[src/rtl/elastic_pipe_if.sv]
// elastic_pipe_if: valid/ready handshake, flush and status bundle for elastic_pipe.
interface elastic_pipe_if #(
  parameter int WIDTH = 8,
  parameter int DEPTH = 4
);
  localparam int CW = $clog2(DEPTH + 1);
  logic [WIDTH-1:0] i_data;
  logic [WIDTH-1:0] o_data;
  logic             i_vld;
  logic             o_rdy;
  logic             o_vld;
  logic             i_rdy;
  logic             i_flush;
  logic [CW-1:0]    o_count;
  logic             o_almost_full;
  modport master (
    output i_data, i_vld, i_rdy, i_flush,
    input  o_data, o_rdy, o_vld, o_count, o_almost_full
  );
  modport slave (
    input  i_data, i_vld, i_rdy, i_flush,
    output o_data, o_rdy, o_vld, o_count, o_almost_full
  );
endinterface

[src/rtl/elastic_pipe.sv]
// elastic_pipe: circular-buffer FIFO with registered-state handshakes, one-cycle latency and flush.
module elastic_pipe #(
  parameter int WIDTH    = 8,
  parameter int DEPTH    = 4,
  parameter int AF_LEVEL = DEPTH - 1
) (
  input logic            i_clk,
  input logic            i_reset_n,
  elastic_pipe_if.slave  bus
);
  localparam int CW = $clog2(DEPTH + 1);
  localparam int PW = $clog2(DEPTH);
  logic [WIDTH-1:0] mem_q [DEPTH];
  logic [PW-1:0]    wr_q, wr_d, rd_q, rd_d;
  logic [CW-1:0]    cnt_q, cnt_d;
  logic             push, pop;
  // ready is held low while reset is asserted; otherwise it depends only on occupancy
  assign bus.o_rdy         = i_reset_n && (cnt_q < CW'(DEPTH));
  assign bus.o_vld         = cnt_q != '0;
  assign bus.o_data        = mem_q[rd_q];
  assign bus.o_count       = cnt_q;
  assign bus.o_almost_full = cnt_q >= CW'(AF_LEVEL);
  assign push              = bus.i_vld && bus.o_rdy;
  assign pop               = bus.o_vld && bus.i_rdy;
  always_comb begin
    wr_d  = bus.i_flush ? '0 : push ? (wr_q == PW'(DEPTH - 1) ? '0 : wr_q + 1'b1) : wr_q;
    rd_d  = bus.i_flush ? '0 : pop ? (rd_q == PW'(DEPTH - 1) ? '0 : rd_q + 1'b1) : rd_q;
    cnt_d = bus.i_flush ? '0 : cnt_q + CW'(push) - CW'(pop);
  end
  always_ff @(posedge i_clk or negedge i_reset_n) begin
    if (!i_reset_n) begin
      wr_q  <= '0;
      rd_q  <= '0;
      cnt_q <= '0;
      for (int i = 0; i < DEPTH; i++) mem_q[i] <= '0;
    end else begin
      wr_q  <= wr_d;
      rd_q  <= rd_d;
      cnt_q <= cnt_d;
      if (push && !bus.i_flush) mem_q[wr_q] <= bus.i_data;
    end
  end
endmodule

[src/flat_wrapper.sv]
// flat-port wrapper written by rule: the top's interface ports become plain ports
module elastic_pipe_flat 
#(
  parameter int WIDTH    = 8,
  parameter int DEPTH    = 4,
  parameter int AF_LEVEL = DEPTH - 1
)
  (i_clk, i_reset_n, bus_i_data, bus_i_vld, bus_i_rdy, bus_i_flush, bus_o_data, bus_o_rdy, bus_o_vld, bus_o_count, bus_o_almost_full);
  elastic_pipe_if #(.WIDTH(WIDTH), .DEPTH(DEPTH)) bus_i ();
  input logic i_clk;
  input logic i_reset_n;
  input wire logic [$bits(bus_i.i_data)-1:0] bus_i_data;
  input wire logic [$bits(bus_i.i_vld)-1:0] bus_i_vld;
  input wire logic [$bits(bus_i.i_rdy)-1:0] bus_i_rdy;
  input wire logic [$bits(bus_i.i_flush)-1:0] bus_i_flush;
  output wire logic [$bits(bus_i.o_data)-1:0] bus_o_data;
  output wire logic [$bits(bus_i.o_rdy)-1:0] bus_o_rdy;
  output wire logic [$bits(bus_i.o_vld)-1:0] bus_o_vld;
  output wire logic [$bits(bus_i.o_count)-1:0] bus_o_count;
  output wire logic [$bits(bus_i.o_almost_full)-1:0] bus_o_almost_full;
  assign bus_i.i_data = bus_i_data;
  assign bus_i.i_vld = bus_i_vld;
  assign bus_i.i_rdy = bus_i_rdy;
  assign bus_i.i_flush = bus_i_flush;
  assign bus_o_data = bus_i.o_data;
  assign bus_o_rdy = bus_i.o_rdy;
  assign bus_o_vld = bus_i.o_vld;
  assign bus_o_count = bus_i.o_count;
  assign bus_o_almost_full = bus_i.o_almost_full;
  elastic_pipe #(.WIDTH(WIDTH), .DEPTH(DEPTH), .AF_LEVEL(AF_LEVEL)) u_core (.i_clk(i_clk), .i_reset_n(i_reset_n), .bus(bus_i));
endmodule
[config.mk]
export PLATFORM = sky130hd
export DESIGN_NAME = elastic_pipe_flat
export DESIGN_NICKNAME = d
export VERILOG_FILES = /design/src/rtl/elastic_pipe_if.sv /design/src/rtl/elastic_pipe.sv /design/src/flat_wrapper.sv
export SDC_FILE = /design/constraint.sdc
export NUM_CORES = 1
export LEC_CHECK = 0
export CORE_MARGIN = 2
export CORE_UTILIZATION = 35
export CTS_BUF_LIST = sky130_fd_sc_hd__clkbuf_8
export DETAILED_ROUTE_END_ITERATION = 12
export DONT_BUFFER_PORTS = 1
export SYNTH_ARGS = -nofsm -noshare
export SYNTH_HDL_FRONTEND = slang
export SYNTH_SLANG_ARGS = --single-unit
[constraint.sdc]
create_clock -name i_clk -period 5.8 [get_ports i_clk]
set_input_delay 0.29 -clock i_clk [delete_from_list [all_inputs] [get_ports i_clk]]
set_output_delay 0.29 -clock i_clk [all_outputs]
set_load 0.02 [all_outputs]
Word-level counts from Yosys, hierarchy flattened
Cells that the tools add are included.

word-level totals
  flip-flop bits (word level) = 39
  input bits = 13
  output and inout port bits = 14
  logic and storage cells = 42

cells by class
  $add $sub $neg = 4
  order comparisons = 5
  equal/unequal tests = 2
  multiplexer cells = 13
  bitwise gates (word level) = 2
  reductions and logical operators = 9

operators by type and width
  kind                                                                                  count
  32-bit bitwise mux                                                                    1
  8-bit 2-to-1 mux                                                                      3
  8-bit binary-select mux with 2-bit select                                             1
  8-bit demux with 2-bit select                                                         1
  2-bit 2-to-1 mux                                                                      6
  3-bit greater-or-equal comparator (second input constant)                             2
  2-bit inverter with 3-bit output                                                      2
  1-bit logical AND                                                                     5
  2-bit by 1-bit adder with 2-bit output (second input constant)                        2
  2-bit equality test (second input constant)                                           2
  2-bit nonzero test                                                                    2
  3-bit by 1-bit adder with 3-bit output                                                1
  3-bit by 2-bit greater-or-equal comparator with 1-bit output (second input constant)  1
  3-bit by 1-bit < comparator with 1-bit output (second input constant)                 1
  3-bit < comparator (second input constant)                                            1
  3-bit 2-to-1 mux                                                                      1
  3-bit nonzero test                                                                    1
  3-bit by 1-bit subtractor with 3-bit output                                           1
  1-bit logical NOT                                                                     1

Longest topological paths before layout
Gate-level depths: netlist of the first run.

  word-level depth = 6
  depth in mapped cells = 8

Worst setup path after synthesis of the first run
Ideal clock, no wire load.

  kind = reg-to-reg
  from = register u_core.cnt_q[2] (netlist: u_core.bus.o_count[2])
  to = register u_core.cnt_q[2] (netlist: u_core.bus.o_count[2])
  data arrival time = 1.875 ns
  required time = 5.682 ns
  setup slack = 3.807 ns
  cell stages (with the launch flop) = 9
  path buffers = 0
  path through = dfrtp_1 o31a_1 ha_1 inv_1 ha_1 inv_1 fa_1 xor2_1 nor2_1

between the ends
  cells in the longest elaborated chain, start to end = 6
  elaborated cells on any way between the ends = 8

ends and longest elaborated chain
  element                                          line                text
  from (decl)                                      elastic_pipe.sv:15  logic [CW-1:0] cnt_q, cnt_d;
  from (signal assigned)                           elastic_pipe.sv:39  cnt_q <= cnt_d;
  3-bit < comparator                               elastic_pipe.sv:18  assign bus.o_rdy = i_reset_n && (cnt_q < CW'(DEPTH));
  1-bit logical AND                                elastic_pipe.sv:18
  1-bit logical AND                                elastic_pipe.sv:23  assign push = bus.i_vld && bus.o_rdy;
  3-bit by 1-bit adder with 3-bit output           elastic_pipe.sv:28  cnt_d = bus.i_flush ? '0 : cnt_q + CW'(push) - CW'(pop);
  3-bit by 1-bit subtractor with 3-bit output (*)  elastic_pipe.sv:28
  3-bit 2-to-1 mux (*)                             elastic_pipe.sv:28
  net u_core.cnt_d[2]                              elastic_pipe.sv:15

The timed path passes the listed nets; every way through them passes the cells marked *.
A chain may end at the register's enable or synchronous reset.

Final worst setup path of the first run
  from = register u_core.cnt_q[2] (netlist: u_core.bus.o_count[2])
  to = register u_core.mem_q[5] (netlist name)

between the ends
  cells in the longest elaborated chain, start to end = 4

ends and longest elaborated chain
  element                          line                text
  3-bit < comparator               elastic_pipe.sv:18
  1-bit logical AND                elastic_pipe.sv:18
  1-bit logical AND                elastic_pipe.sv:23
  1-bit logical AND                elastic_pipe.sv:40  if (push && !bus.i_flush) mem_q[wr_q] <= bus.i_data;
  to (signal, indexed assignment)  elastic_pipe.sv:40
  to (decl)                        elastic_pipe.sv:13  logic [WIDTH-1:0] mem_q [DEPTH];

Every way passes these cells.

==> summary.txt, run 1 <==
Timing
  • RSZ-0062 raised after global routing: false
  • Worst-Margin Slew: 947 ps
  • Fmax: 436 MHz
  • # setup viols final: 0
  • Minimum clock period: 2290 ps
  • Fin Clk Skew: 6.65 ps
  • Fin crit share: 39.5%
  • TNS Setup: 0 ps
  • Final hold violations: 0
  • Normalized max-slew margin: 36.0%
  • Final Slew Violations: 0

Clocking
  • H-tree depth: 2
  • CTS tree: yes
  • CTS Buf Count: 5
  • Post-CTS setup buffers: 0
  • CTS Buffer Depth: 2
  • Cts repair resizes: 0
  • Clk_lat worst skew: 290 ps
  • Worst-path clk slew: 70 ps
  • Hold buffers post-CTS: 2
  • Root buffer cell: clkbuf_8
  • CTS sink cnt: 39

Worst setup path
  • Maximum fanout along the worst path: 8
  • Slowest cell on crit path: nor4bb_1
  • CP required: 5970 ps
  • Critical Path End Type: flop
  • Kind of critical path: reg2reg
  • Slowest cell delay on critical path: 870 ps
  • Arrival time at the worst endpoint: 2460 ps
  • CP cell instances: nor4bb_1 -> nand2_2 -> mux2_1
  • Startpoint types: flop

Floorplanning
  • Rows: 26
  • IO Pins: 27
  • Area of the die: 0.00580 mm²
  • Core ar.: 0.00507 mm²
  • Initial core utilization: 35.9%
  • Chip Height: 76.1 µm
  • Die Wd: 76.1 µm

Yosys
  • Share of async-settable or async-resettable flops after synthesis: 100%
  • Top cells by area, synth: dfrtp_1, mux2_1, mux4_2
  • Syn Inst Count: 122
  • Synth Register Bits: 39
  • Synthesized area: 0.00182 mm²
  • Synthesis Warnings: 0
  • Commonest cells in the netlist: dfrtp_1, mux2_1, mux4_2
  • Synthesized area per cell: 14.9 µm²
  • Synth area leader: dfrtp_1
  • Synthesized Nets: 143
  • Cell with the most instances after synthesis: dfrtp_1
  • Register area share after synthesis: 53.6%
  • EDFF count, synth: 0
  • Post-synth top area share: 53.6%
  • Yosys cell types: 22
  • Main synth FF type: dfrtp_1

Layout
  • Footprint of the multi-input gates: 806 µm²
  • Fillcell total: 494
  • Non-Filler Instances: 199
  • # diodes: 0
  • Post-route cell area: 0.00204 mm²
  • Seq. cell area: 976 µm²
  • Nets: 149
  • Area Overhead vs Synth: 12.2%
  • Share of cells above drive strength 1: 16.3%

Placement
  • Placed Cells: 189
  • Placed Area: 0.00190 mm²
  • Gpl congestion: 0.724
  • Hpwl dp: 2.22 mm
  • Port Buf Inserts: 0

GRT
  • GR Overflow Total: 0
  • Largest net degree at the start of global routing: 40
  • GRT Total Usage: 12.3%
  • Grt peak-use layer: met2
  • Met1 Use GR: 16.4%
  • Initial antenna violation count: 0
  • Vias in the first global route: 1077
  • GR met3 Demand/Resource: 4.38%
  • Met2 Track Usage GR: 18.8%
  • First-pass GRT wire length: 5.41 mm

Detailed routing
  • Post-route ant nets: 0
  • First DRT Iteration DRCs: 55
  • Final wirelength: 3.28 mm
  • DRC: 0
  • DR vias: 980
  • Total iterations of the first detailed-routing run: 3
  • WL per Instance: 16.5 µm
  • Vias per inst: 4.92

Min path
  • Worst hold path class: in2reg

Flow run
  • Max-Cap Viols: 0

Status
  • Outcome: complete, no violations

Pwr
  • Pleak: 0.964 nW
  • Tot Pwr: 906 µW
  • PD cells: 443 mW/mm²
  • Max VDD drop: 0.200 mV
-- critical path, delay by kind of cell, from the launching register on --
family,cells,cell delay [ps]
multiplexers,1,410
AND/OR/NAND/NOR,2,1250
flip-flops,1,520
-- final timing paths --
kind	slack, ps	depth (start not counted)	from	end
max	3510	3	u_core.bus.o_count[2]$_DFF_PN0_	u_core.mem_q[5]$_DFFE_PN0P_
min	50	1	bus_i_flush	u_core.bus.o_count[1]$_DFF_PN0_
max reg2reg	3510	3	u_core.bus.o_count[2]$_DFF_PN0_	u_core.mem_q[5]$_DFFE_PN0P_
min reg2reg	490	1	u_core.mem_q[28]$_DFFE_PN0P_	u_core.mem_q[28]$_DFFE_PN0P_
max in group asynchronous	5150	2	i_reset_n	u_core.bus.o_count[0]$_DFF_PN0_
min in group asynchronous	460	2	i_reset_n	u_core.mem_q[18]$_DFFE_PN0P_
-- layout make-up --
class,instances,share of cell area [%]
Clock inverter,2,1.71
Tap cell,70,4.29
Sequential cell,39,47.8
Clock buffer,6,4.04
Timing Repair Buffer,2,1.47
Multi-Input combinational cell,73,39.4
Inverter,7,1.29
-- kinds of logic after synthesis --
kind of cell / after synthesis / share of synthesized area (%)
AO/OA/AOI/OAI: 4 / 1.51
XOR/XNOR: 3 / 1.44
adder cells (fa/ha/maj): 8 / 5.91
buffers and inverters: 10 / 2.20
flip-flops: 39 / 53.6
multiplexers: 41 / 30.2
AND/OR/NAND/NOR: 17 / 5.15
-- power by group --
| group | internal, mW | switching (mW) | total, mW |
|---|---|---|---|
| clock network | 0.139 | 0.0914 | 0.230 |
| registers | 0.341 | 0.0746 | 0.415 |
| logic | 0.125 | 0.135 | 0.260 |
| total | 0.605 | 0.301 | 0.906 |
-- placed cells by master (no fill, tap or decap), types with 2 or more instances in the layout --
cell / count
nor2_1: 5
clkbuf_8: 6
inv_1: 7
nand2_1: 2
nand2_2: 4
or3_1: 2
ha_1: 7
dfrtp_1: 39
nor2b_1: 2
mux4_2: 8
xor2_1: 2
mux2_1: 32
-- stage by stage --
step,hold WS [ps],util [%],worst slack (ps)
after floorplan,-5.59,-,3810
after global routing,41.6,40.3,3390
after CTS,42.3,40.3,3520
after detailed placement,-4.62,37.4,3510
final,49.6,40.3,3510
after global placement,-4.57,37.4,3610
-- registers in the layout (all words and copies together) (netlist names) --
| signal | count |
|---|---|
| u_core.wr_q | 2 |
| u_core.rd_q | 2 |
| u_core.mem_q | 32 |
| u_core.bus.o_count | 3 |
-- layer usage --
metal	share of wire (%)	wire length [µm]	up-vias
li1	-	-	444
met1	45	1470	504
met2	48	1590	24
met3	5.1	167	8
met4	1.7	55	0
met5	0	0	-
(Power assumes the default switching activity.)
==> run 2: changes to the inputs <==
Clock period 5.8 ns to 2.4 ns, I/O delays scaled along.
==> run 2 against run 1 <==
Against the previous run: critical path type unchanged; clock power rose to 2.8 times the previous value; power rose to 2.5 times the previous value; largest cell class unchanged; highest routed layer unchanged; sequential share of layout area down 2.7 points; die area unchanged.
==> summary.txt, run 2 (synthesized netlist as in run 1, its figures left out) <==
Layout
  • Commonest non-fill, non-tap cells in the layout: dfrtp_1, mux2_1, dlygate4sd3_1 (was dfrtp_1, mux2_1, mux4_2)
  • Area Overhead vs Synth: 18.7% (was 12.2%)
  • Most flop-heavy register: u_core.mem_q (unchanged)
  • Share of cells above drive strength 1: 15.7% (was 16.3%)
  • Nets: 160 (was 149)
  • # diodes: 0 (unchanged)
  • Most common cell after layout, fill and taps aside: dfrtp_1 (unchanged)
  • Fillcell total: 481 (was 494)
  • Post-route cell area: 0.00216 mm² (was 0.00204 mm²)
  • Max reg flops: 32 (unchanged)

Clocking
  • Clk_lat worst skew: 290 ps (about the same)
  • Cts repair resizes: 0 (unchanged)
  • Root buffer cell: clkbuf_8 (unchanged)
  • CTS tree: yes (unchanged)
  • H-tree depth: 2 (unchanged)
  • Worst-path clk slew: 70 ps (about the same)
  • CTS Buf Count: 5 (unchanged)
  • CTS Buffer Depth: 2 (unchanged)
  • CTS sink cnt: 39 (unchanged)

Detailed routing
  • Total iterations of the first detailed-routing run: 4 (was 3)
  • Vias per inst: 4.97 (was 4.92)
  • Final wirelength: 3.50 mm (was 3.28 mm)
  • Post-route ant nets: 0 (unchanged)
  • DRC: 0 (unchanged)
  • First DRT Iteration DRCs: 39 (was 55)
  • WL per Instance: 16.7 µm (was 16.5 µm)
  • DR vias: 1043 (was 980)

Floorplanning
  • Core ar.: 0.00507 mm² (unchanged)
  • Initial core utilization: 35.9% (unchanged)
  • IO Pins: 27 (unchanged)
  • Rows: 26 (unchanged)
  • Die Wd: 76.1 µm (unchanged)
  • Area of the die: 0.00580 mm² (unchanged)
  • Chip Height: 76.1 µm (unchanged)

Timing
  • Minimum clock period: 2100 ps (was 2290 ps)
  • Normalized max-slew margin: 58.3% (was 36.0%)
  • Final Slew Violations: 0 (unchanged)
  • Final hold violations: 0 (unchanged)
  • RSZ-0062 raised after global routing: false (unchanged)
  • Worst-Margin Slew: 626 ps (was 947 ps)
  • # setup viols final: 0 (unchanged)
  • Fmax: 476 MHz (was 436 MHz)
  • Fin crit share: 87.5% (was 39.5%)
  • Worst hold margin: 138 ps (was 49.6 ps)
  • Fin Clk Skew: 7.34 ps (was 6.65 ps)
  • TNS Setup: 0 ps (unchanged)

Worst setup path
  • Startpoint types: flop (unchanged)
  • Slowest cell on crit path: dfrtp_1 (was nor4bb_1)
  • Critical Path End Type: flop (unchanged)
  • CP required: 2560 ps (was 5970 ps)
  • Worst path bufs/invs: 2 (was 0)
  • Slowest cell delay on critical path: 520 ps (was 870 ps)
  • CP delay by family, top: adder cells (was simple AND/OR/NAND/NOR gates)
  • Maximum fanout along the worst path: 7 (was 8)
  • CP cell instances: o31a_1 -> ha_1 -> inv_1 -> ha_1 -> inv_1 -> fa_1 -> xor2_1 -> nor2_1 (was nor4bb_1 -> nand2_2 -> mux2_1)
  • Kind of critical path: reg2reg (unchanged)
  • Arrival time at the worst endpoint: 2260 ps (was 2460 ps)

GRT
  • Initial antenna violation count: 0 (unchanged)
  • First-pass GRT wire length: 6.18 mm (was 5.41 mm)
  • Largest net degree at the start of global routing: 40 (unchanged)
  • GRT Total Usage: 13.8% (was 12.3%)
  • Vias in the first global route: 1209 (was 1077)
  • GR Overflow Total: 0 (unchanged)

Min path
  • Worst hold path class: in2reg (unchanged)

Pwr
  • Tot Pwr: 2.29 mW (was 906 µW)
  • Max VDD drop: 0.562 mV (was 0.200 mV)
  • Pleak: 1.02 nW (was 0.964 nW)
  • PD cells: 1060 mW/mm² (was 443 mW/mm²)

Placement
  • Hpwl dp: 2.32 mm (was 2.22 mm)
  • Port Buf Inserts: 0 (unchanged)
  • Placed Area: 0.00191 mm² (was 0.00190 mm²)
  • Gpl congestion: 0.728 (was 0.724)

Flow run
  • Max-Cap Viols: 0 (unchanged)

Status
  • Outcome: complete, no violations (unchanged)
-- run 2: worst paths after layout --
| check | from | end | slack (ps) | cells past startpoint |
|---|---|---|---|---|
| worst max-delay path | u_core.bus.o_count[1]$_DFF_PN0_ | u_core.bus.o_count[2]$_DFF_PN0_ | 300 | 8 |
| worst min-delay path | bus_i_rdy | u_core.rd_q[0]$_DFFE_PN0P_ | 140 | 3 |
| worst max register to register | u_core.bus.o_count[1]$_DFF_PN0_ | u_core.bus.o_count[2]$_DFF_PN0_ | 300 | 8 |
| worst min register to register | u_core.mem_q[20]$_DFFE_PN0P_ | u_core.mem_q[20]$_DFFE_PN0P_ | 490 | 1 |
| max in group asynchronous | i_reset_n | u_core.mem_q[28]$_DFFE_PN0P_ | 1900 | 2 |
| min in group asynchronous | i_reset_n | u_core.mem_q[13]$_DFFE_PN0P_ | 300 | 2 |
-- run 2: layout make-up --
cell class | count | area (µm²) | area share (%)
Sequential cell | 39 | 976 | 45.1
Multi-Input combinational cell | 73 | 806 | 37.2
Clock inverter | 3 | 63.8 | 2.95
Tap cell | 70 | 87.6 | 4.05
Inverter | 7 | 26.3 | 1.21
Timing Repair Buffer | 13 | 135 | 6.25
Clock buffer | 5 | 68.8 | 3.18
-- run 2: layer usage --
metal / up-vias / track usage, % / wire [µm]
li1: 468 / - / -
met1: 537 / 16.8 / 1520
met2: 29 / 23.1 / 1730
met3: 9 / 4.27 / 174
met4: 0 / 4.91 / 72
met5: - / 0 / 0
-- run 2: worst register-to-register path, stage by stage (launching register included) --
cell	delay (ps)
dfrtp_1	520
o31a_1	370
ha_1	270
inv_1	60
ha_1	140
inv_1	50
fa_1	370
xor2_1	160
nor2_1	50
-- run 2: metrics by stage --
| step | util [%] | setup WS (ps) | cells |
|---|---|---|---|
| after CTS | 42.6 | 283 | 210 |
| after floorplan | - | 407 | 122 |
| after detailed placement | 37.6 | 306 | 191 |
| after global routing | 42.6 | 168 | 210 |
| after global placement | 37.6 | 376 | 191 |
| final | 42.6 | 301 | 210 |
-- run 2: report_power, final --
| group | leakage, nW | internal, mW | total [mW] | switching (mW) |
|---|---|---|---|---|
| Clock | 0.0695 | 0.411 | 0.634 | 0.223 |
| Combinational | 0.436 | 0.320 | 0.673 | 0.353 |
| Sequential | 0.515 | 0.824 | 0.987 | 0.163 |
-- run 2: timing repair --
action / 4_1_cts / 5_1_grt
buffers inserted: 0 / 0
hold buffers: 11 / 0
endpoints found under the hold margin: 78 / 0
endpoints found under the setup margin: 0 / 0
==> run 3: changes to the inputs <==
Settings changed: ABC_AREA set to 1.
==> run 3 against run 2 <==
Against the previous run: synthesized area increased by 8.3%; hold slack lost 90 ps; wire length grew 40%; synthesized cell count grew 96%; final cell count increased by 56%; clock power down 32%; fmax up 1.2%; sequential share of layout area down 1.7 points; clock skew is 2.4 ps lower; via count up 57%; first-iteration DRC count rose to 2.9 times the previous value; worst setup slack improved by 26 ps; largest cell class unchanged.
==> summary.txt, run 3 <==
Worst setup path
  • CP cell instances: nor2_1 -> nand2_1 -> nand2_1 -> inv_1 -> ha_1 -> inv_1 -> ha_1 -> inv_1 -> fa_1 -> xor2_1 -> nor2_1 (was o31a_1 -> ha_1 -> inv_1 -> ha_1 -> inv_1 -> fa_1 -> xor2_1 -> nor2_1)
  • Critical Path End: u_core.bus.o_count[2]$_DFF_PN0_ (unchanged)
  • Critical Path End Type: flop (unchanged)
  • Worst reg2reg setup slack: 330 ps (was 300 ps)
  • Worst path most repeated cell: inv_1
  • Critical path origin: u_core.bus.o_count[2]$_DFF_PN0_ (was u_core.bus.o_count[1]$_DFF_PN0_)
  • Maximum fanout along the worst path: 4 (was 7)
  • Slowest cell on crit path: dfrtp_1 (unchanged)
  • Arrival time at the worst endpoint: 2260 ps (about the same)
  • Worst r2r path cells: 11 (was 8)
  • R2R Path Start: u_core.bus.o_count[2]$_DFF_PN0_ (was u_core.bus.o_count[1]$_DFF_PN0_)
  • CP required: 2590 ps (was 2560 ps)
  • Startpoint types: flop (unchanged)
  • Kind of critical path: reg2reg (unchanged)
  • Slowest cell delay on critical path: 510 ps (was 520 ps)
  • RR Endpoint: u_core.bus.o_count[2]$_DFF_PN0_ (unchanged)

Floorplanning
  • Rows: 27 (was 26)
  • Die Wd: 79.1 µm (was 76.1 µm)
  • Core ar.: 0.00547 mm² (was 0.00507 mm²)
  • IO Pins: 27 (unchanged)
  • Chip Height: 79.1 µm (was 76.1 µm)
  • Initial core utilization: 36.1% (was 35.9%)
  • Area of the die: 0.00625 mm² (was 0.00580 mm²)

Layout
  • Post-route cell area: 0.00225 mm² (was 0.00216 mm²)
  • Share of cells above drive strength 1: 7.84% (was 15.7%)
  • Commonest non-fill, non-tap cells in the layout: nand2_1, dfrtp_1, nand3_1 (was dfrtp_1, mux2_1, dlygate4sd3_1)
  • Seq. cell area: 976 µm² (unchanged)
  • Nets: 275 (was 160)
  • Area Overhead vs Synth: 14.0% (was 18.7%)
  • Most common cell after layout, fill and taps aside: nand2_1 (was dfrtp_1)
  • Max reg flops: 32 (unchanged)
  • Fillcell total: 603 (was 481)
  • Footprint of the multi-input gates: 862 µm² (was 806 µm²)
  • # diodes: 0 (unchanged)
  • Most flop-heavy register: u_core.mem_q (unchanged)

Detailed routing
  • Vias per inst: 5.01 (was 4.97)
  • WL per Instance: 15.0 µm (was 16.7 µm)
  • Post-route ant nets: 0 (unchanged)
  • First DRT Iteration DRCs: 115 (was 39)
  • DR vias: 1639 (was 1043)
  • DRC: 0 (unchanged)
  • Final wirelength: 4.90 mm (was 3.50 mm)
  • Total iterations of the first detailed-routing run: 4 (unchanged)

Yosys
  • Largest family of logic cells by synthesized area: simple AND/OR/NAND/NOR gates (was multiplexers)
  • Xor and xnor area share after synthesis: 0.444% (was 1.44%)
  • Post-synth top area share: 49.5% (was 53.6%)
  • Simple-gate portion of the synthesized area: 30.4% (was 5.15%)
  • Post-Synth Adder-Cell Area: 5.45% (was 5.91%)
  • Post-synthesis compound-gate area fraction: 7.36% (was 1.51%)
  • Synthesis Warnings: 0 (unchanged)
  • Commonest cells in the netlist: nand2_1, dfrtp_1, nand3_1 (was dfrtp_1, mux2_1, mux4_2)
  • Synthesized area: 0.00197 mm² (was 0.00182 mm²)
  • Syn Inst Count: 239 (was 122)
  • Share of async-settable or async-resettable flops after synthesis: 100% (unchanged)
  • Main synth FF type: dfrtp_1 (unchanged)
  • Synthesized area per cell: 8.26 µm² (was 14.9 µm²)
  • Multiplexer area fraction after synthesis: 0% (was 30.2%)
  • Yosys cell types: 18 (was 22)
  • Cell with the most instances after synthesis: nand2_1 (was dfrtp_1)
  • Top cells by area, synth: dfrtp_1, nand2_1, nand3_1 (was dfrtp_1, mux2_1, mux4_2)
  • Synth area leader: dfrtp_1 (unchanged)
  • Synthesized Nets: 260 (was 143)
  • Synth Register Bits: 39 (unchanged)
  • Register area share after synthesis: 49.5% (was 53.6%)
  • EDFF count, synth: 0 (unchanged)

Timing
  • TNS Setup: 0 ps (unchanged)
  • Final Slew Violations: 0 (unchanged)
  • Fmax: 482 MHz (was 476 MHz)
  • Post-route setup slack: 327 ps (was 301 ps)
  • Minimum clock period: 2070 ps (was 2100 ps)
  • # setup viols final: 0 (unchanged)
  • Normalized max-slew margin: 58.1% (was 58.3%)
  • Final hold violations: 0 (unchanged)
  • RSZ-0062 raised after global routing: false (unchanged)
  • Worst-Margin Slew: 622 ps (was 626 ps)
  • Fin crit share: 86.4% (was 87.5%)
  • Worst hold margin: 48.0 ps (was 138 ps)
  • Fin Clk Skew: 4.90 ps (was 7.34 ps)

GRT
  • GR Overflow Total: 0 (unchanged)
  • GRT Total Usage: 17.5% (was 13.8%)
  • Initial antenna violation count: 0 (unchanged)
  • Vias in the first global route: 1631 (was 1209)
  • Largest net degree at the start of global routing: 40 (unchanged)
  • First-pass GRT wire length: 8.34 mm (was 6.18 mm)

Status
  • Outcome: complete, no violations (unchanged)

Pwr
  • PD cells: 1000 mW/mm² (was 1060 mW/mm²)
  • Pleak: 1.17 nW (was 1.02 nW)
  • Tot Pwr: 2.26 mW (was 2.29 mW)
  • Max VDD drop: 0.308 mV (was 0.562 mV)

Placement
  • Placed Area: 0.00203 mm² (was 0.00191 mm²)
  • Gpl congestion: 0.761 (was 0.728)
  • Hpwl dp: 3.04 mm (was 2.32 mm)
  • Pre-CTS WS: 333 ps (was 306 ps)
  • Port Buf Inserts: 0 (unchanged)

Clocking
  • Post-CTS setup buffers: 0 (unchanged)
  • Cts repair resizes: 0 (unchanged)
  • CTS tree: yes (unchanged)
  • CTS Buf Count: 5 (unchanged)
  • Hold buffers post-CTS: 12 (was 11)
  • CTS Buffer Depth: 2 (unchanged)
  • Worst-path clk slew: 70 ps (about the same)
  • CTS sink cnt: 39 (unchanged)
  • Root buffer cell: clkbuf_8 (unchanged)
  • H-tree depth: 2 (unchanged)
  • Clk_lat worst skew: 300 ps (was 290 ps)

Min path
  • Worst hold path class: in2reg (unchanged)
  • Hold Path Depth: 3 (unchanged)

Flow run
  • Max-Cap Viols: 0 (unchanged)
-- run 3: metal layers --
layer  vias up  global-route usage [%]  wire [µm]
met5         -                       0          0
met4         0                    6.90         58
met3         5                    3.98        219
met2        32                    29.1       2480
met1       789                    22.2       2140
li1        813                       -          -
-- run 3: area by class of cell --
type	count	area share [%]
clock inverters	3	0.723
well taps	72	4.01
repair buffers	19	8.12
flip-flops and latches	39	43.4
inverters	14	2.34
clock buffers	5	3.06
multi-input cells	175	38.3
-- run 3: critical path, delay by kind of cell (launching register included) --
| family | cells | cell delay, ps |
|---|---|---|
| adder cells (fa/ha/maj) | 3 | 770 |
| flip-flops | 1 | 510 |
| AND/OR/NAND/NOR | 4 | 370 |
| buffers and inverters | 3 | 170 |
| XOR/XNOR | 1 | 160 |
-- run 3: report_power, final --
part	leakage (nW)	internal (mW)	total, mW	switching (mW)
Combinational	0.610	0.272	0.867	0.595
Sequential	0.520	0.833	0.955	0.123
Clock	0.0453	0.199	0.434	0.235
Total	1.17	1.30	2.26	0.952
-- run 3: worst min-delay path by stage --
stage	start	end	slack, ps
5_1_grt	bus_i_flush	u_core.rd_q[0]$_DFFE_PN0P_	50
6_report	bus_i_flush	u_core.rd_q[1]$_DFFE_PN0P_	50
3_3_place_gp	i_reset_n	u_core.mem_q[0]$_DFFE_PN0P_	-170
3_5_place_dp	i_reset_n	u_core.mem_q[24]$_DFFE_PN0P_	-170
4_1_cts	bus_i_flush	u_core.rd_q[1]$_DFFE_PN0P_	40
2_1_floorplan	i_reset_n	u_core.bus.o_count[0]$_DFF_PN0_	-180
-- run 3: through the flow --
| stage | instances | util (%) |
|---|---|---|
| after floorplan | 239 | - |
| after global placement | 307 | 37.2 |
| after detailed placement | 307 | 37.2 |
| after CTS | 327 | 41.1 |
| after global routing | 327 | 41.1 |
| final | 327 | 41.1 |
-- run 3: cells by family after synthesis --
family          after synthesis
fa+ha+maj                     8
compound gates               27
flops                        39
xor+xnor                      1
buf+inv                      25
simple gates                139
